## config.mk

```make
export PLATFORM = sky130hd
export DESIGN_NAME = ct_mmu_tlbinv_seq_flat
export DESIGN_NICKNAME = d
export VERILOG_FILES = /design/src/rtl/ct_mmu_pkg.sv /design/src/rtl/ct_mmu_tlbinv_seq_if.sv /design/src/rtl/ct_mmu_tlbinv_cnt.sv /design/src/rtl/ct_mmu_tlbinv_seq.sv /design/src/flat_wrapper.sv
export SDC_FILE = /design/constraint.sdc
export NUM_CORES = 1
export LEC_CHECK = 0
export ABC_AREA = 1
export CAP_MARGIN = 10
export CORE_ASPECT_RATIO = 0.9
export CORE_MARGIN = 2
export CORE_UTILIZATION = 41
export DETAILED_ROUTE_END_ITERATION = 12
export MAX_ROUTING_LAYER = met4
export PLACE_DENSITY = 0.95
export SYNTH_ARGS = -nofsm -noshare
export SYNTH_HDL_FRONTEND = slang
export SYNTH_SLANG_ARGS = --single-unit
```

## constraint.sdc

```tcl
create_clock -name forever_cpuclk -period 2.59 [get_ports forever_cpuclk]
set_clock_uncertainty 0.1 [all_clocks]
set_input_delay 0.3885 -clock forever_cpuclk [delete_from_list [all_inputs] [get_ports forever_cpuclk]]
set_output_delay 0.3885 -clock forever_cpuclk [all_outputs]
set_load 0.1 [all_outputs]
```

## src/rtl/ct_mmu_pkg.sv

```systemverilog
// Shared MMU constants: invalidate command codes, sequencer states, page-size one-hots.
// Pure definitions; no logic, no latency.
package ct_mmu_pkg;

    localparam int IDX_WIDTH_D  = 9;
    localparam int VPN_WIDTH_D  = 27;
    localparam int TAG_WIDTH_D  = 48;
    localparam int DATA_WIDTH_D = 42;
    localparam int BANK_NUM_D   = 4;

    localparam logic [1:0] INV_TYPE_ALL  = 2'b00;
    localparam logic [1:0] INV_TYPE_VA   = 2'b01;
    localparam logic [1:0] INV_TYPE_IDX  = 2'b10;

    localparam logic [2:0] PGS_4K = 3'b001;
    localparam logic [2:0] PGS_2M = 3'b010;
    localparam logic [2:0] PGS_1G = 3'b100;

    localparam logic [1:0] PSTEP_LAST = 2'd2;

    typedef enum logic [1:0] {
        ST_IDLE  = 2'b00,
        ST_ISSUE = 2'b01,
        ST_CMPLT = 2'b10
    } seq_state_e;

    typedef enum logic [1:0] {
        CMD_ALL = 2'b00,
        CMD_VA  = 2'b01,
        CMD_IDX = 2'b10
    } inv_cmd_e;

    // The reserved type code 11 folds into the full walk.
    function automatic inv_cmd_e decode_inv_type(input logic [1:0] t);
        case (t)
            INV_TYPE_VA:  return CMD_VA;
            INV_TYPE_IDX: return CMD_IDX;
            default:      return CMD_ALL;
        endcase
    endfunction

    function automatic logic [2:0] pgs_of_step(input logic [1:0] s);
        case (s)
            2'd0:    return PGS_4K;
            2'd1:    return PGS_2M;
            default: return PGS_1G;
        endcase
    endfunction

endpackage

```

## src/rtl/ct_mmu_tlbinv_seq_if.sv

```systemverilog
// CP0 command side and tlboper arbiter side of the TLB-invalidate sequencer.
// master = sequencer, slave = CP0/arbiter counterpart.
interface ct_mmu_tlbinv_seq_if
    import ct_mmu_pkg::*;
#(
    parameter int IDX_WIDTH  = IDX_WIDTH_D,
    parameter int VPN_WIDTH  = VPN_WIDTH_D,
    parameter int TAG_WIDTH  = TAG_WIDTH_D,
    parameter int DATA_WIDTH = DATA_WIDTH_D,
    parameter int BANK_NUM   = BANK_NUM_D
);
    logic                  cp0_inv_req;
    logic [1:0]            cp0_inv_type;
    logic [VPN_WIDTH-1:0]  cp0_inv_vpn;
    logic [IDX_WIDTH-1:0]  cp0_inv_idx;
    logic [BANK_NUM-1:0]   cp0_inv_bank;
    logic                  arb_seq_grant;

    logic                  seq_cp0_ack;
    logic                  seq_arb_req;
    logic [IDX_WIDTH-1:0]  seq_arb_idx;
    logic                  seq_arb_idx_not_va;
    logic [BANK_NUM-1:0]   seq_arb_bank_sel;
    logic [VPN_WIDTH-1:0]  seq_arb_vpn;
    logic                  seq_arb_cmp_va;
    logic                  seq_arb_write;
    logic                  seq_arb_fifo_write;
    logic [3:0]            seq_arb_fifo_din;
    logic [TAG_WIDTH-1:0]  seq_arb_tag_din;
    logic [DATA_WIDTH-1:0] seq_arb_data_din;
    logic [2:0]            seq_xx_pgs;
    logic                  seq_xx_pgs_en;
    logic                  seq_xx_cmplt;
    logic                  seq_busy;

    modport master (
        input  cp0_inv_req, cp0_inv_type, cp0_inv_vpn, cp0_inv_idx, cp0_inv_bank,
               arb_seq_grant,
        output seq_cp0_ack, seq_arb_req, seq_arb_idx, seq_arb_idx_not_va,
               seq_arb_bank_sel, seq_arb_vpn, seq_arb_cmp_va, seq_arb_write,
               seq_arb_fifo_write, seq_arb_fifo_din, seq_arb_tag_din,
               seq_arb_data_din, seq_xx_pgs, seq_xx_pgs_en, seq_xx_cmplt, seq_busy
    );

    modport slave (
        output cp0_inv_req, cp0_inv_type, cp0_inv_vpn, cp0_inv_idx, cp0_inv_bank,
               arb_seq_grant,
        input  seq_cp0_ack, seq_arb_req, seq_arb_idx, seq_arb_idx_not_va,
               seq_arb_bank_sel, seq_arb_vpn, seq_arb_cmp_va, seq_arb_write,
               seq_arb_fifo_write, seq_arb_fifo_din, seq_arb_tag_din,
               seq_arb_data_din, seq_xx_pgs, seq_xx_pgs_en, seq_xx_cmplt, seq_busy
    );

endinterface

```

## src/rtl/ct_mmu_tlbinv_cnt.sv

```systemverilog
// Index walk counter and page-size step with last-access detect for the invalidate sequencer.
// Advances one step per granted access; holds while not advanced.
module ct_mmu_tlbinv_cnt
    import ct_mmu_pkg::*;
#(
    parameter int IDX_WIDTH = IDX_WIDTH_D
) (
    input  logic                 forever_cpuclk,
    input  logic                 cpurst,
    input  logic                 clr_i,
    input  logic                 adv_i,
    input  inv_cmd_e             cmd_i,
    output logic [IDX_WIDTH-1:0] cnt_o,
    output logic [1:0]           pstep_o,
    output logic                 last_o
);
    logic [IDX_WIDTH-1:0] cnt_q, cnt_d;
    logic [1:0]           pstep_q, pstep_d;

    always_comb begin
        last_o = 1'b1;
        case (cmd_i)
            CMD_ALL: last_o = &cnt_q;
            CMD_VA:  last_o = (pstep_q == PSTEP_LAST);
            default: last_o = 1'b1;
        endcase
    end

    // The index wraps naturally to 0 on the final grant of a full walk.
    always_comb begin
        cnt_d   = cnt_q;
        pstep_d = pstep_q;
        if (clr_i) begin
            cnt_d   = '0;
            pstep_d = '0;
        end else if (adv_i) begin
            if (cmd_i == CMD_ALL) begin
                cnt_d = cnt_q + 1'b1;
            end else if (cmd_i == CMD_VA) begin
                pstep_d = last_o ? 2'd0 : pstep_q + 2'd1;
            end
        end
    end

    always_ff @(posedge forever_cpuclk) begin
        if (cpurst) begin
            cnt_q   <= '0;
            pstep_q <= '0;
        end else begin
            cnt_q   <= cnt_d;
            pstep_q <= pstep_d;
        end
    end

    assign cnt_o   = cnt_q;
    assign pstep_o = pstep_q;

endmodule

```

## src/rtl/ct_mmu_tlbinv_seq.sv

```systemverilog
// Turns one CP0 TLB-invalidate command into a series of jTLB write accesses on the tlboper port.
// First access one cycle after ack; each access is held until granted, then a one-cycle cmplt.
module ct_mmu_tlbinv_seq
    import ct_mmu_pkg::*;
#(
    parameter int IDX_WIDTH  = IDX_WIDTH_D,
    parameter int VPN_WIDTH  = VPN_WIDTH_D,
    parameter int TAG_WIDTH  = TAG_WIDTH_D,
    parameter int DATA_WIDTH = DATA_WIDTH_D,
    parameter int BANK_NUM   = BANK_NUM_D
) (
    input  logic                 forever_cpuclk,
    input  logic                 cpurst,
    ct_mmu_tlbinv_seq_if.master  bus
);
    seq_state_e           state_q, state_d;
    inv_cmd_e             cmd_q;
    logic [VPN_WIDTH-1:0] vpn_q;
    logic [IDX_WIDTH-1:0] idx_q;
    logic [BANK_NUM-1:0]  bank_q;

    logic [IDX_WIDTH-1:0] cnt;
    logic [1:0]           pstep;
    logic                 last;
    logic                 accept;
    logic                 take;

    assign accept = (state_q == ST_IDLE) && bus.cp0_inv_req && !cpurst;
    assign take   = (state_q == ST_ISSUE) && bus.arb_seq_grant;

    ct_mmu_tlbinv_cnt #(.IDX_WIDTH(IDX_WIDTH)) u_cnt (
        .forever_cpuclk (forever_cpuclk),
        .cpurst         (cpurst),
        .clr_i          (accept),
        .adv_i          (take),
        .cmd_i          (cmd_q),
        .cnt_o          (cnt),
        .pstep_o        (pstep),
        .last_o         (last)
    );

    always_ff @(posedge forever_cpuclk) begin
        if (cpurst) begin
            state_q <= ST_IDLE;
            cmd_q   <= CMD_ALL;
            vpn_q   <= '0;
            idx_q   <= '0;
            bank_q  <= '0;
        end else begin
            state_q <= state_d;
            if (accept) begin
                cmd_q  <= decode_inv_type(bus.cp0_inv_type);
                vpn_q  <= bus.cp0_inv_vpn;
                idx_q  <= bus.cp0_inv_idx;
                bank_q <= bus.cp0_inv_bank;
            end
        end
    end

    // Outputs are forced low during reset so an aborted command never leaks a request.
    always_comb begin
        state_d                = state_q;
        bus.seq_cp0_ack        = 1'b0;
        bus.seq_arb_req        = 1'b0;
        bus.seq_arb_idx        = '0;
        bus.seq_arb_idx_not_va = 1'b0;
        bus.seq_arb_bank_sel   = '0;
        bus.seq_arb_vpn        = '0;
        bus.seq_arb_cmp_va     = 1'b0;
        bus.seq_arb_write      = 1'b0;
        bus.seq_arb_fifo_write = 1'b0;
        bus.seq_arb_fifo_din   = '0;
        bus.seq_arb_tag_din    = '0;
        bus.seq_arb_data_din   = '0;
        bus.seq_xx_pgs         = '0;
        bus.seq_xx_pgs_en      = 1'b0;
        bus.seq_xx_cmplt       = 1'b0;
        bus.seq_busy           = 1'b0;

        case (state_q)
            ST_IDLE: begin
                if (accept) begin
                    bus.seq_cp0_ack = 1'b1;
                    state_d         = ST_ISSUE;
                end
            end
            ST_ISSUE: begin
                bus.seq_busy         = !cpurst;
                bus.seq_arb_req      = !cpurst;
                bus.seq_arb_write    = !cpurst;
                bus.seq_arb_bank_sel = cpurst ? '0 : '1;
                if (!cpurst) begin
                    case (cmd_q)
                        CMD_VA: begin
                            bus.seq_arb_vpn    = vpn_q;
                            bus.seq_arb_cmp_va = 1'b1;
                            bus.seq_xx_pgs_en  = 1'b1;
                            bus.seq_xx_pgs     = pgs_of_step(pstep);
                        end
                        CMD_IDX: begin
                            bus.seq_arb_idx        = idx_q;
                            bus.seq_arb_idx_not_va = 1'b1;
                            bus.seq_arb_bank_sel   = bank_q;
                        end
                        default: begin
                            bus.seq_arb_idx        = cnt;
                            bus.seq_arb_idx_not_va = 1'b1;
                            bus.seq_arb_fifo_write = 1'b1;
                        end
                    endcase
                end
                if (take && last) begin
                    state_d = ST_CMPLT;
                end
            end
            ST_CMPLT: begin
                bus.seq_busy     = !cpurst;
                bus.seq_xx_cmplt = !cpurst;
                state_d          = ST_IDLE;
            end
            default: state_d = ST_IDLE;
        endcase
    end

endmodule

```

## src/flat_wrapper.sv

```systemverilog
// flat-port wrapper written by rule: the top's interface ports become plain ports
module ct_mmu_tlbinv_seq_flat import ct_mmu_pkg::*;
#(
    parameter int IDX_WIDTH  = IDX_WIDTH_D,
    parameter int VPN_WIDTH  = VPN_WIDTH_D,
    parameter int TAG_WIDTH  = TAG_WIDTH_D,
    parameter int DATA_WIDTH = DATA_WIDTH_D,
    parameter int BANK_NUM   = BANK_NUM_D
)
  (forever_cpuclk, cpurst, bus_cp0_inv_req, bus_cp0_inv_type, bus_cp0_inv_vpn, bus_cp0_inv_idx, bus_cp0_inv_bank, bus_arb_seq_grant, bus_seq_cp0_ack, bus_seq_arb_req, bus_seq_arb_idx, bus_seq_arb_idx_not_va, bus_seq_arb_bank_sel, bus_seq_arb_vpn, bus_seq_arb_cmp_va, bus_seq_arb_write, bus_seq_arb_fifo_write, bus_seq_arb_fifo_din, bus_seq_arb_tag_din, bus_seq_arb_data_din, bus_seq_xx_pgs, bus_seq_xx_pgs_en, bus_seq_xx_cmplt, bus_seq_busy);
  ct_mmu_tlbinv_seq_if #(.IDX_WIDTH(IDX_WIDTH), .VPN_WIDTH(VPN_WIDTH), .TAG_WIDTH(TAG_WIDTH), .DATA_WIDTH(DATA_WIDTH), .BANK_NUM(BANK_NUM)) bus_i ();
  input  logic forever_cpuclk;
  input  logic cpurst;
  input wire logic [$bits(bus_i.cp0_inv_req)-1:0] bus_cp0_inv_req;
  input wire logic [$bits(bus_i.cp0_inv_type)-1:0] bus_cp0_inv_type;
  input wire logic [$bits(bus_i.cp0_inv_vpn)-1:0] bus_cp0_inv_vpn;
  input wire logic [$bits(bus_i.cp0_inv_idx)-1:0] bus_cp0_inv_idx;
  input wire logic [$bits(bus_i.cp0_inv_bank)-1:0] bus_cp0_inv_bank;
  input wire logic [$bits(bus_i.arb_seq_grant)-1:0] bus_arb_seq_grant;
  output wire logic [$bits(bus_i.seq_cp0_ack)-1:0] bus_seq_cp0_ack;
  output wire logic [$bits(bus_i.seq_arb_req)-1:0] bus_seq_arb_req;
  output wire logic [$bits(bus_i.seq_arb_idx)-1:0] bus_seq_arb_idx;
  output wire logic [$bits(bus_i.seq_arb_idx_not_va)-1:0] bus_seq_arb_idx_not_va;
  output wire logic [$bits(bus_i.seq_arb_bank_sel)-1:0] bus_seq_arb_bank_sel;
  output wire logic [$bits(bus_i.seq_arb_vpn)-1:0] bus_seq_arb_vpn;
  output wire logic [$bits(bus_i.seq_arb_cmp_va)-1:0] bus_seq_arb_cmp_va;
  output wire logic [$bits(bus_i.seq_arb_write)-1:0] bus_seq_arb_write;
  output wire logic [$bits(bus_i.seq_arb_fifo_write)-1:0] bus_seq_arb_fifo_write;
  output wire logic [$bits(bus_i.seq_arb_fifo_din)-1:0] bus_seq_arb_fifo_din;
  output wire logic [$bits(bus_i.seq_arb_tag_din)-1:0] bus_seq_arb_tag_din;
  output wire logic [$bits(bus_i.seq_arb_data_din)-1:0] bus_seq_arb_data_din;
  output wire logic [$bits(bus_i.seq_xx_pgs)-1:0] bus_seq_xx_pgs;
  output wire logic [$bits(bus_i.seq_xx_pgs_en)-1:0] bus_seq_xx_pgs_en;
  output wire logic [$bits(bus_i.seq_xx_cmplt)-1:0] bus_seq_xx_cmplt;
  output wire logic [$bits(bus_i.seq_busy)-1:0] bus_seq_busy;
  assign bus_i.cp0_inv_req = bus_cp0_inv_req;
  assign bus_i.cp0_inv_type = bus_cp0_inv_type;
  assign bus_i.cp0_inv_vpn = bus_cp0_inv_vpn;
  assign bus_i.cp0_inv_idx = bus_cp0_inv_idx;
  assign bus_i.cp0_inv_bank = bus_cp0_inv_bank;
  assign bus_i.arb_seq_grant = bus_arb_seq_grant;
  assign bus_seq_cp0_ack = bus_i.seq_cp0_ack;
  assign bus_seq_arb_req = bus_i.seq_arb_req;
  assign bus_seq_arb_idx = bus_i.seq_arb_idx;
  assign bus_seq_arb_idx_not_va = bus_i.seq_arb_idx_not_va;
  assign bus_seq_arb_bank_sel = bus_i.seq_arb_bank_sel;
  assign bus_seq_arb_vpn = bus_i.seq_arb_vpn;
  assign bus_seq_arb_cmp_va = bus_i.seq_arb_cmp_va;
  assign bus_seq_arb_write = bus_i.seq_arb_write;
  assign bus_seq_arb_fifo_write = bus_i.seq_arb_fifo_write;
  assign bus_seq_arb_fifo_din = bus_i.seq_arb_fifo_din;
  assign bus_seq_arb_tag_din = bus_i.seq_arb_tag_din;
  assign bus_seq_arb_data_din = bus_i.seq_arb_data_din;
  assign bus_seq_xx_pgs = bus_i.seq_xx_pgs;
  assign bus_seq_xx_pgs_en = bus_i.seq_xx_pgs_en;
  assign bus_seq_xx_cmplt = bus_i.seq_xx_cmplt;
  assign bus_seq_busy = bus_i.seq_busy;
  ct_mmu_tlbinv_seq #(.IDX_WIDTH(IDX_WIDTH), .VPN_WIDTH(VPN_WIDTH), .TAG_WIDTH(TAG_WIDTH), .DATA_WIDTH(DATA_WIDTH), .BANK_NUM(BANK_NUM)) u_core (.forever_cpuclk(forever_cpuclk), .cpurst(cpurst), .bus(bus_i));
endmodule
```

After elaboration in Yosys (flattened, before gate mapping)
Cells that the tools add are included.
{"block": "totals", "reg_bits": 55, "in_bits": 46, "elab_cells": 69}
{"block": "classes", "addsub": 2, "n_reduce_logical": 15, "n_bitwise": 1, "muxes": 34, "eq_ne": 10}
{"op": "$mux W27", "n": 3}
{"op": "$mux W9", "n": 2}
{"op": "$pmux W9 S2", "n": 1}
{"op": "$mux W4", "n": 4}
{"op": "$mux W1", "n": 14}
{"op": "$add A9 B1 Y9 const B", "n": 1}
{"op": "$mux W3", "n": 3}
{"op": "$reduce_and A9 Y1", "n": 1}
{"op": "$eq A2 B1 Y1 const B", "n": 4}
{"op": "$eq A2 B2 Y1 const B", "n": 4}
{"op": "$pmux W2 S2", "n": 2}
{"op": "$logic_not A2 Y1", "n": 3}
{"op": "$mux W2", "n": 3}
{"op": "$pmux W3 S2", "n": 1}
{"op": "$reduce_or A2 Y1", "n": 3}
{"op": "$logic_and A1 B1 Y1", "n": 4}
{"op": "$reduce_and A2 Y1", "n": 2}
{"op": "$reduce_and A3 Y1", "n": 1}
{"op": "$add A2 B1 Y2 const B", "n": 1}
{"op": "$ne A2 B1 Y1 const B", "n": 1}
{"op": "$ne A2 B2 Y1 const B", "n": 1}
{"op": "$pmux W1 S2", "n": 1}
{"op": "$logic_not A1 Y1", "n": 1}
{"op": "$not A1 Y1", "n": 1}

Logic depth before layout (Yosys ltp)
Gate-level depths: netlist of run 1.
{"block": "logic_depth", "depth_word": 5, "ltp_mapped": 11}

Cells and area by module
From an unflattened synthesis of run 1, not the netlist that was laid out.
{"block": "hier_totals", "cells_unflattened": 500, "area_unflattened_um2": 3530.9}
{"mod": "ct_mmu_tlbinv_seq", "instances": 1, "cells_per_inst": 418, "area_each_um2": 2941.6, "seq_area_each_um2": 880.8}
{"mod": "ct_mmu_tlbinv_cnt", "instances": 1, "cells_per_inst": 82, "area_each_um2": 589.3, "seq_area_each_um2": 220.2}

Worst setup path before layout of run 1
OpenSTA, ideal clock, no wires.
{"block": "synth_timing", "path_kind": "reg-to-output", "from": "register u_core.state_q[1]", "to": "output port bus_seq_arb_idx[1]", "stages_incl_launch_ff": 8, "t_arrival_ns": 3.834, "slack_ns": -1.732, "n_path_buf": 1, "path_cell_list": "dfxtp_1 inv_1 ha_1 inv_2 nor2_4 inv_2 clkbuf_1 o32ai_1"}
{"block": "synth_via", "elab_chain_len": 2}
{"item": "start, declared", "line_no": "ct_mmu_tlbinv_seq.sv:16", "source": "seq_state_e state_q, state_d;"}
{"item": "start signal, assigned", "line_no": "ct_mmu_tlbinv_seq.sv:50", "source": "state_q <= state_d;"}
{"item": "$eq A2 B1 Y1", "line_no": "ct_mmu_tlbinv_seq.sv:80", "source": "case (state_q)"}
{"item": "$mux W9", "line_no": "ct_mmu_tlbinv_seq.sv:80"}
{"item": "end, declared", "line_no": "flat_wrapper.sv:22", "source": "output wire logic [$bits(bus_i.seq_arb_idx)-1:0] bus_seq_arb_idx;"}
Every way passes these cells.

Worst setup path in the final report of run 1
{"block": "layout_timing", "from": "register u_core.cmd_q[0]", "to": "output port bus_seq_arb_idx[1]"}
{"block": "layout_via", "elab_chain_len": 4}
{"item": "start, declared", "line_no": "ct_mmu_tlbinv_seq.sv:17", "source": "inv_cmd_e cmd_q;"}
{"item": "start signal, assigned", "line_no": "ct_mmu_tlbinv_seq.sv:52", "source": "cmd_q <= decode_inv_type(bus.cp0_inv_type);"}
{"item": "$eq A2 B2 Y1 or $eq A2 B1 Y1 (tied branches)"}
{"item": "$pmux W9 S2 (*)", "line_no": "ct_mmu_tlbinv_seq.sv:93", "source": "case (cmd_q)"}
{"item": "$mux W9 (*)", "line_no": "ct_mmu_tlbinv_seq.sv:92", "source": "if (!cpurst) begin"}
{"item": "$mux W9 (*)", "line_no": "ct_mmu_tlbinv_seq.sv:80"}
Mark *: on every way between the ends. The rest lies on a longest branch, timed or not.

==> results.json, run 1 <==
{
  "status": "complete, no violations",
  "cts_setup_buffers": 0,
  "grt_setup_unrepaired": "false",
  "p_per_area_nw_per_um2": 719,
  "slowest_delay_ns": 0.39,
  "worst_slack_ns": 0.121,
  "synth_simple_gate_area_frac": 0.157,
  "synth_top_family_by_area": "buffers and inverters",
  "synth_cells": 442,
  "yosys-top-cells-count": "buf_4 (96), nand2_1 (65), inv_1 (63), dfxtp_1 (55)",
  "syn_area_um2": 3210,
  "period_share": 0.953,
  "cts-root-buf": "clkbuf_8",
  "routed_wl_mm": 7.97,
  "crit_chain": "inv_1 > ha_1 > or2_1 > buf_6 > o32ai_2 > buf_12",
  "grt_start_max_net_pins": 34,
  "drtPass1Iterations": 4,
  "clkLatencyLatePin_ns": 0.31,
  "avgSynthCellArea_um2": 7.27,
  "io_buffers": 97,
  "grt_pass1_wl_mm": 12.1,
  "cts_inserted_buffers": 5,
  "synth_top_area_share": 0.343,
  "vias": 2786,
  "synth_enable_flop_cells": 0,
  "ys_top_cells_by_area": "dfxtp_1 (34%), buf_4 (22%), nand2_1 (7.6%)",
  "critPathArrivalTime_ns": 1.98,
  "ys_ff_latch": 55,
  "async_flop_share": 0,
  "nets": 599,
  "irDropWorstVdd_uv": 391,
  "worstSetupStartpoint": "u_core.cmd_q[0]$_SDFFE_PP0P_",
  "cts_tree": "yes",
  "cts.sinks": 55,
  "place_ws_ns": 0.192,
  "placedCellCount": 630,
  "crit_path_start_kind": "flop",
  "floorplan.initialDensity": 0.424,
  "path_delay_family": "buffers and inverters",
  "hold_class": "reg -> reg",
  "synth-seq-area-share": 0.343,
  "fmax_mhz": 405,
  "die_y_um": 88.0,
  "power_mw": 3.61,
  "final.min_clock_period_ns": 2.47,
  "fillers": 590,
  "grt_overflow": 0,
  "cap_viol_max_count": 0,
  "drt_iter0_drc": 108,
  "grt_pass1_vias": 2594,
  "worst_slew_margin_rel": 0.660,
  "synthMuxAreaShare": 0,
  "final_cells": 638,
  "ctsLongestPathBuffers": 2,
  "avgViaCountPerCell": 4.37,
  "syn_to_final_growth_pct": 56.2,
  "slowest_stage": "dfxtp_1",
  "combinationalPowerShare": 0.551,
  "required_ns": 2.10,
  "setup_viol": 0,
  "critPathBufInv": 3,
  "ys_warn_count": 0,
  "die-area_um2": 8560,
  "synth_compound_area_frac": 0.124,
  "leakage_nw": 1.96,
  "num_io_pins": 192,
  "sw_frac_of_total": 0.516,
  "p_clk_frac": 0.159,
  "diodes": 0,
  "power.internal_mw": 1.75,
  "yosysMostFrequentCell": "buf_4",
  "synth-xor-area-share": 0.00273,
  "synthFlopType": "dfxtp_1",
  "power.switching_mw": 1.86,
  "drt.antenna.violating_nets": 0,
  "post-route-util": 0.662,
  "final_max_slew_viol_count": 0,
  "drc_errors": 0,
  "p_seq_frac": 0.291,
  "crit_fanout": 6,
  "synthAdderAreaFrac": 0.0467,
  "grt_antenna_before_repair": 0,
  "wl_per_cell_um": 12.5,
  "gp_congestion": 0.897,
  "crit_path_end_kind": "output pin",
  "placementRows": 30,
  "yosysTopAreaCell": "dfxtp_1",
  "worst_pin_slew_ns": 0.509,
  "layout-drive-gt1-share": 0.238,
  "min_from": "u_core.u_cnt.pstep_o[1]$_SDFFE_PP0P_",
  "yosysUniqueCellTypes": 26,
  "die_x_um": 97.3,
  "clk_pin_slew_ns": 0.10,
  "grt_util_all_layers": 0.182,
  "rr_startpoint": "u_core.state_q[0]$_SDFFE_PP0P_",
  "htreeDepth": 2,
  "core_um2": 7580,
  "hold_viol_final": 0,
  "dp_hpwl_mm": 6.49,
  "rrSetupSlack_ns": 0.76,
  "hold_buffers": 0,
  "worst-setup-path-type": "reg -> out"
}
## kinds of logic (layout without fill, tap and decap cells)
logic type	after synthesis	count (layout)
buffers and inverters	178	185
AND/OR/NAND/NOR	123	123
AO/OA/AOI/OAI	72	72
flip-flops	55	55
adder cells (fa/ha/maj)	12	12
other	1	94
XOR/XNOR	1	1
## flip-flops by register name, indices dropped and copies added (netlist names)
name / flops
u_core.idx_q: 9
u_core.bank_q: 4
u_core.cmd_q: 2
u_core.state_q: 2
u_core.vpn_q: 27
u_core.u_cnt.cnt_o: 9
u_core.u_cnt.pstep_o: 2
## tightest hold or removal path, cell delays in order, from the launching register on
cell and delay [ns]:
dfxtp_1 0.34, nand2_1 0.07, a21oi_1 0.06
## per-stage QoR
step	TNS (ns)	hold WS, ns	area (µm²)
2_1_floorplan	-21.28	0.362	3990
3_3_place_gp	0	0.372	4900
3_5_place_dp	0	0.395	4900
4_1_cts	0	0.409	5010
5_1_grt	0	0.440	5020
6_report	0	0.402	5020
## power by group through the flow
stage          registers (mW)  clock network [mW]  logic (mW)
2_1_floorplan            1.05                   0        1.64
3_3_place_gp             1.06                   0        1.93
3_5_place_dp             1.07                   0        1.98
4_1_cts                  1.05               0.588        1.99
5_1_grt                  1.06               0.621        2.09
6_report                 1.05               0.573        1.99
## per-layer routing
metal | wire (µm) | share of wire | track usage
met5 | 0 | 0 | -
met4 | 99 | 0.012 | 0.0505
met3 | 520 | 0.065 | 0.0359
met2 | 4360 | 0.55 | 0.352
met1 | 2980 | 0.37 | 0.192
## repair_timing
action | CTS | global route
hold endpoints to repair | 0 | 0
endpoints found under the setup margin | 9 | 2
pin swaps | 0 | 0
cloned | 0 | 0
gates resized for setup | 1 | 1
## layout by cell type (no fill, tap or decap), types with 2 or more instances in the layout
cell / Yosys / final
conb_1: 1 / 94
nand2_1: 65 / 64
inv_1: 63 / 62
buf_12: 0 / 54
dfxtp_1: 55 / 54
clkdlybuf4s50_1: 0 / 45
o21ai_0: 42 / 42
nor2_4: 1 / 32
nor2_1: 42 / 12
ha_1: 12 / 11
nand3_1: 9 / 9
a21oi_1: 13 / 9
buf_4: 96 / 8
o21ai_1: 6 / 6
inv_2: 5 / 5
clkbuf_8: 0 / 5
a21oi_4: 0 / 4
o32ai_4: 0 / 4
o32ai_2: 0 / 3
clkinv_2: 1 / 2
o31ai_2: 0 / 2
## final timing paths
kind / endpoint / cells past startpoint
setup / recovery: bus_seq_arb_idx[1] / 6
hold reg to reg: u_core.u_cnt.pstep_o[1]$_SDFFE_PP0P_ / 2
hold / removal: u_core.u_cnt.pstep_o[1]$_SDFFE_PP0P_ / 2
setup reg to reg: u_core.u_cnt.cnt_o[1]$_SDFFE_PP0P_ / 7
## final cells by class
cell class / count / area, µm² / area share
clock buffer: 5 / 68.8 / 0.0137
clock inverter: 3 / 43.8 / 0.00873
inverter: 69 / 263 / 0.0524
multi-input combinational: 302 / 1820 / 0.362
sequential: 55 / 1100 / 0.220
tap: 96 / 120 / 0.0239
timing repair buffer: 108 / 1600 / 0.319
No activity file was read; power rests on OpenSTA's default activity.
==> inputs of run 2 (changes only) <==
--- a/config.mk
+++ b/config.mk
@@ -9,10 +9,10 @@
 export CAP_MARGIN = 10
 export CORE_ASPECT_RATIO = 0.9
 export CORE_MARGIN = 2
-export CORE_UTILIZATION = 41
+export CORE_UTILIZATION = 38
 export DETAILED_ROUTE_END_ITERATION = 12
 export MAX_ROUTING_LAYER = met4
-export PLACE_DENSITY = 0.95
+export PLACE_DENSITY = 0.89
 export SYNTH_ARGS = -nofsm -noshare
 export SYNTH_HDL_FRONTEND = slang
 export SYNTH_SLANG_ARGS = --single-unit
==> constraint.sdc (replaced) <==
create_clock -name forever_cpuclk -period 2.74 [get_ports forever_cpuclk]
set_clock_uncertainty 0.1 [all_clocks]
set_input_delay 0.411 -clock forever_cpuclk [delete_from_list [all_inputs] [get_ports forever_cpuclk]]
set_output_delay 0.411 -clock forever_cpuclk [all_outputs]
set_load 0.1 [all_outputs]
==> results.json, run 2 (synthesized netlist as in run 1, its figures left out) <==
{
  "status": "complete, no violations",
  "routed_wl_mm": 7.85,
  "grt_pass1_wl_mm": 12.4,
  "avgViaCountPerCell": 4.34,
  "die_x_um": 101,
  "largest_reg_flops": 27,
  "clkLatencyLatePin_ns": 0.31,
  "floorplan.initialDensity": 0.394,
  "drc_errors": 0,
  "io_buffers": 97,
  "irDropWorstVdd_uv": 309,
  "wl_per_cell_um": 12.3,
  "rrSetupSlack_ns": 0.99,
  "path_delay_family": "simple AND/OR/NAND/NOR gates",
  "htreeDepth": 2,
  "diodes": 0,
  "gp_congestion": 0.818,
  "critPathBufInv": 3,
  "dr_wl_met2_mm": 4.12,
  "power_mw": 3.33,
  "place_ws_ns": 0.0568,
  "placementRows": 31,
  "crit_path_end_kind": "output pin",
  "crit_chain": "inv_1 > ha_1 > or2_2 > clkinv_2 > nand2_1 > o31ai_2 > buf_12",
  "final_cell_mix": "conb_1 (94), nand2_1 (64), inv_1 (62)",
  "critPathArrivalTime_ns": 2.09,
  "top_layer_used": "met4",
  "period_share": 0.951,
  "syn_to_final_growth_pct": 55.3,
  "grt_start_max_net_pins": 24,
  "dp_hpwl_mm": 6.48,
  "drt.antenna.violating_nets": 0,
  "hold_end": "u_core.u_cnt.pstep_o[1]$_SDFFE_PP0P_",
  "die-area_um2": 9200,
  "nets": 599,
  "cts-root-buf": "clkbuf_8",
  "reg2reg_depth": 7,
  "grt_antenna_before_repair": 0,
  "drt_iter0_drc": 85,
  "cap_viol_max_count": 0,
  "slowest_delay_ns": 0.45,
  "final_max_slew_viol_count": 0,
  "final_common_cell": "conb_1",
  "design_area_um2": 4990,
  "grt_overflow": 0,
  "drtPass1Iterations": 4,
  "setup_viol": 0,
  "slowest_stage": "or2_2",
  "cts.sinks": 55,
  "crit_fanout": 8,
  "grt_pass1_vias": 2620,
  "p_per_area_nw_per_um2": 667,
  "hold_viol_final": 0,
  "grt_util_all_layers": 0.171,
  "cts_inserted_buffers": 5,
  "wl_met1_mm": 3.17,
  "num_io_pins": 192,
  "holdPathStages": 2,
  "min_from": "u_core.u_cnt.pstep_o[1]$_SDFFE_PP0P_",
  "hold_class": "reg -> reg",
  "layout-drive-gt1-share": 0.240,
  "worst-setup-path-type": "reg -> out",
  "setup_tns_ns": 0,
  "regMostFlops": "u_core.vpn_q",
  "required_ns": 2.23,
  "grt_setup_unrepaired": "false",
  "worst_slack_ns": 0.135,
  "cts_tree": "yes",
  "rr_startpoint": "u_core.state_q[0]$_SDFFE_PP0P_",
  "ctsLongestPathBuffers": 2,
  "vias": 2783,
  "final.min_clock_period_ns": 2.60,
  "clk_pin_slew_ns": 0.10,
  "die_y_um": 91.2,
  "wl_met3_um": 490,
  "leakage_nw": 1.95,
  "rr_endpoint": "u_core.u_cnt.cnt_o[2]$_SDFFE_PP0P_",
  "core_um2": 8150,
  "place_area_um2": 4890,
  "crit_path_start_kind": "flop",
  "fmax_mhz": 384
}
==> run 2: cell types whose count changed in the layout (fill, tap and decap cells not counted), sizes merged <==
cell / previous run / this run
clkbuf: 5 / 6
inv: 68 / 69
bufinv: 1 / 0
clkinv: 3 / 2
==> run 2: per-layer routing <==
metal,global-route usage,vias up
met4,0.0383,0
met2,0.303,109
met1,0.201,1299
li1,-,1366
met5,-,-
met3,0.0308,9
==> run 2: worst min-delay path, cell delays in order (launching register included) <==
cell and delay, ns:
dfxtp_1 0.34, nand2_1 0.07, a21oi_1 0.06
==> run 2: worst max path at each step <==
stage | startpoint | to | slack (ns) | cells past startpoint
finish | u_core.cmd_q[0]$_SDFFE_PP0P_ | bus_seq_arb_idx[4] | 0.14 | 7
global route | u_core.state_q[1]$_SDFFE_PP0P_ | bus_seq_arb_idx[4] | 0.03 | 10
CTS | u_core.cmd_q[0]$_SDFFE_PP0P_ | bus_seq_arb_idx[4] | 0.02 | 7
detailed placement | cpurst | bus_seq_arb_idx[4] | 0.06 | 8
global placement | cpurst | bus_seq_arb_idx[4] | 0.14 | 8
floorplan | u_core.state_q[1]$_SDFFE_PP0P_ | bus_seq_xx_pgs[2] | -0.65 | 9
==> run 2: cell type report <==
cell class | instances | area (µm²)
fillers | 655 | 3160
multi-input cells | 302 | 1820
flip-flops and latches | 55 | 1100
inverters | 69 | 263
clock inverters | 2 | 13.8
clock buffers | 6 | 82.6
well taps | 99 | 124
repair buffers | 108 | 1590
==> run 2: report_power, final <==
part / internal [mW] / total, mW / switching, mW
registers: 0.942 / 0.989 / 0.0474
logic: 0.429 / 1.86 / 1.44
clock network: 0.207 / 0.474 / 0.267
total: 1.58 / 3.33 / 1.75
==> run 2: timing repair <==
item	in CTS	in global routing
buffers inserted	0	0
hold buffers	0	0
endpoints found under the setup margin	0	7
gates resized for setup	0	2
==> run 2: through the flow <==
stage	hold WS [ns]	utilization	std cells
final	0.409	0.612	641
after global routing	0.436	0.612	641
after CTS	0.414	0.612	641
after detailed placement	0.395	0.600	633
after global placement	0.373	0.600	633
after floorplan	0.362	-	535
==> inputs of run 3 (changes only) <==
--- a/config.mk
+++ b/config.mk
@@ -8,7 +8,6 @@
 export ABC_AREA = 1
 export CAP_MARGIN = 10
 export CORE_ASPECT_RATIO = 0.9
-export CORE_MARGIN = 2
 export CORE_UTILIZATION = 38
 export DETAILED_ROUTE_END_ITERATION = 12
 export MAX_ROUTING_LAYER = met4
==> results.json, run 3 (synthesized netlist as in run 1, its figures left out) <==
{
  "reg2reg_depth": 11,
  "period_share": 0.951,
  "nets": 599,
  "clk_pin_slew_ns": 0.09,
  "crit_fanout": 9,
  "crit_path_start_kind": "flop",
  "io_buffers": 97,
  "critPathArrivalTime_ns": 2.09,
  "grt_pass1_wl_mm": 12.1,
  "p_seq_frac": 0.296,
  "status": "complete, no violations",
  "drc_errors": 0,
  "final_cell_mix": "conb_1 (94), nand2_1 (65), inv_1 (62)",
  "wl_per_cell_um": 12.0,
  "grt_start_max_net_pins": 25,
  "irDropWorstVdd_uv": 317,
  "layout-drive-gt1-share": 0.235,
  "rr_startpoint": "u_core.u_cnt.cnt_o[1]$_SDFFE_PP0P_",
  "grt_setup_unrepaired": "false",
  "num_io_pins": 192,
  "grt_util_all_layers": 0.181,
  "cts.sinks": 55,
  "worstSetupStartpoint": "u_core.cmd_q[0]$_SDFFE_PP0P_",
  "diodes": 0,
  "fmax_mhz": 384,
  "vias": 2765,
  "routed_wl_mm": 7.69,
  "grt_pass1_vias": 2562,
  "worst_pin_slew_ns": 0.617,
  "regMostFlops": "u_core.vpn_q",
  "sw_frac_of_total": 0.512,
  "worst_slew_margin_rel": 0.588,
  "grt_antenna_before_repair": 0,
  "syn_to_final_growth_pct": 55.4,
  "ctsLongestPathBuffers": 2,
  "hold_viol_final": 0,
  "dp_hpwl_mm": 6.40,
  "floorplan.initialDensity": 0.396,
  "core_um2": 8110,
  "min_from": "u_core.u_cnt.pstep_o[1]$_SDFFE_PP0P_",
  "required_ns": 2.23,
  "hold_class": "reg -> reg",
  "power.internal_mw": 1.64,
  "p_per_area_nw_per_um2": 671,
  "htreeDepth": 2,
  "placementRows": 31,
  "die-area_um2": 8820,
  "cap_viol_max_count": 0,
  "post-route-util": 0.616,
  "setup_viol": 0,
  "worst_slack_ns": 0.135,
  "place_ws_ns": 0.0716,
  "cts_tree": "yes",
  "drtPass1Iterations": 4,
  "die_y_um": 89.2,
  "power.switching_mw": 1.72,
  "gp_congestion": 0.852,
  "cts_inserted_buffers": 5,
  "crit_path_end_kind": "output pin",
  "clkLatencyLatePin_ns": 0.30,
  "avgViaCountPerCell": 4.32,
  "final_max_slew_viol_count": 0,
  "power_mw": 3.35,
  "worst-setup-path-type": "reg -> out",
  "grt_overflow": 0,
  "largest_reg_flops": 27,
  "holdPathStages": 2,
  "combinationalPowerShare": 0.551,
  "hold_buffers": 0,
  "p_clk_frac": 0.153,
  "final_common_cell": "conb_1",
  "drt.antenna.violating_nets": 0,
  "cts-root-buf": "clkbuf_8",
  "drt_iter0_drc": 55,
  "die_x_um": 98.9,
  "leakage_nw": 1.95,
  "final.min_clock_period_ns": 2.61
}
[run 3: changes by cell type in the layout (fill, tap and decap cells not counted)]
cell / before / now
clkinv_2: 2 / 1
nand2_1: 64 / 65
clkbuf_1: 0 / 1
clkbuf_8: 6 / 5
bufinv_16: 0 / 1
nand2_2: 1 / 0
inv_6: 1 / 0
[run 3: stage by stage]
stage | cell area [µm²] | hold WS [ns] | setup TNS (ns) | cells
floorplan | 3990 | 0.362 | -16.22 | 535
global placement | 4890 | 0.373 | 0 | 633
detailed placement | 4890 | 0.395 | 0 | 633
CTS | 4990 | 0.408 | 0 | 640
global route | 4990 | 0.440 | 0 | 640
finish | 4990 | 0.402 | 0 | 640
[run 3: worst paths after layout]
kind | to | slack, ns
min reg2reg | u_core.u_cnt.pstep_o[1]$_SDFFE_PP0P_ | 0.40
max | bus_seq_arb_idx[1] | 0.13
max reg2reg | u_core.state_q[0]$_SDFFE_PP0P_ | 0.94
min | u_core.u_cnt.pstep_o[1]$_SDFFE_PP0P_ | 0.40
[run 3: final cells by class]
class                   count  area, µm²
clock inverters             1       30.0
repair buffers            108       1590
clock buffers               6       72.6
multi-input cells         302       1810
flip-flops and latches     55       1100
inverters                  69        263
fillers                   666       3110
well taps                  99        124
[run 3: timing repair]
action | CTS | global route
hold endpoints to repair | 0 | 0
setup buffers | 0 | 0
gates resized for setup | 0 | 1
endpoints found under the setup margin | 0 | 2
[run 3: power by group through the flow]
| stage | combinational (mW) | sequential (mW) | clock, mW |
|---|---|---|---|
| 3_5_place_dp | 1.85 | 1.01 | 0 |
| 2_1_floorplan | 1.55 | 0.996 | 0 |
| 5_1_grt | 1.95 | 1.01 | 0.568 |
| 4_1_cts | 1.85 | 0.993 | 0.530 |
| 3_3_place_gp | 1.81 | 1.00 | 0 |
| 6_report | 1.85 | 0.993 | 0.512 |
[run 3: routing by layer]
| layer | vias up | global-route usage | wire length [µm] |
|---|---|---|---|
| met5 | - | - | 0 |
| met4 | 0 | 0.0638 | 109 |
| met3 | 12 | 0.0383 | 482 |
| met2 | 111 | 0.345 | 4190 |
| met1 | 1276 | 0.185 | 2900 |
| li1 | 1366 | - | - |
[run 3: critical path, stage by stage, from the launching register on]
cell	delay (ns)
dfxtp_1	0.37
inv_1	0.09
ha_1	0.29
nand2_1	0.34
o32ai_2	0.47
buf_12	0.22
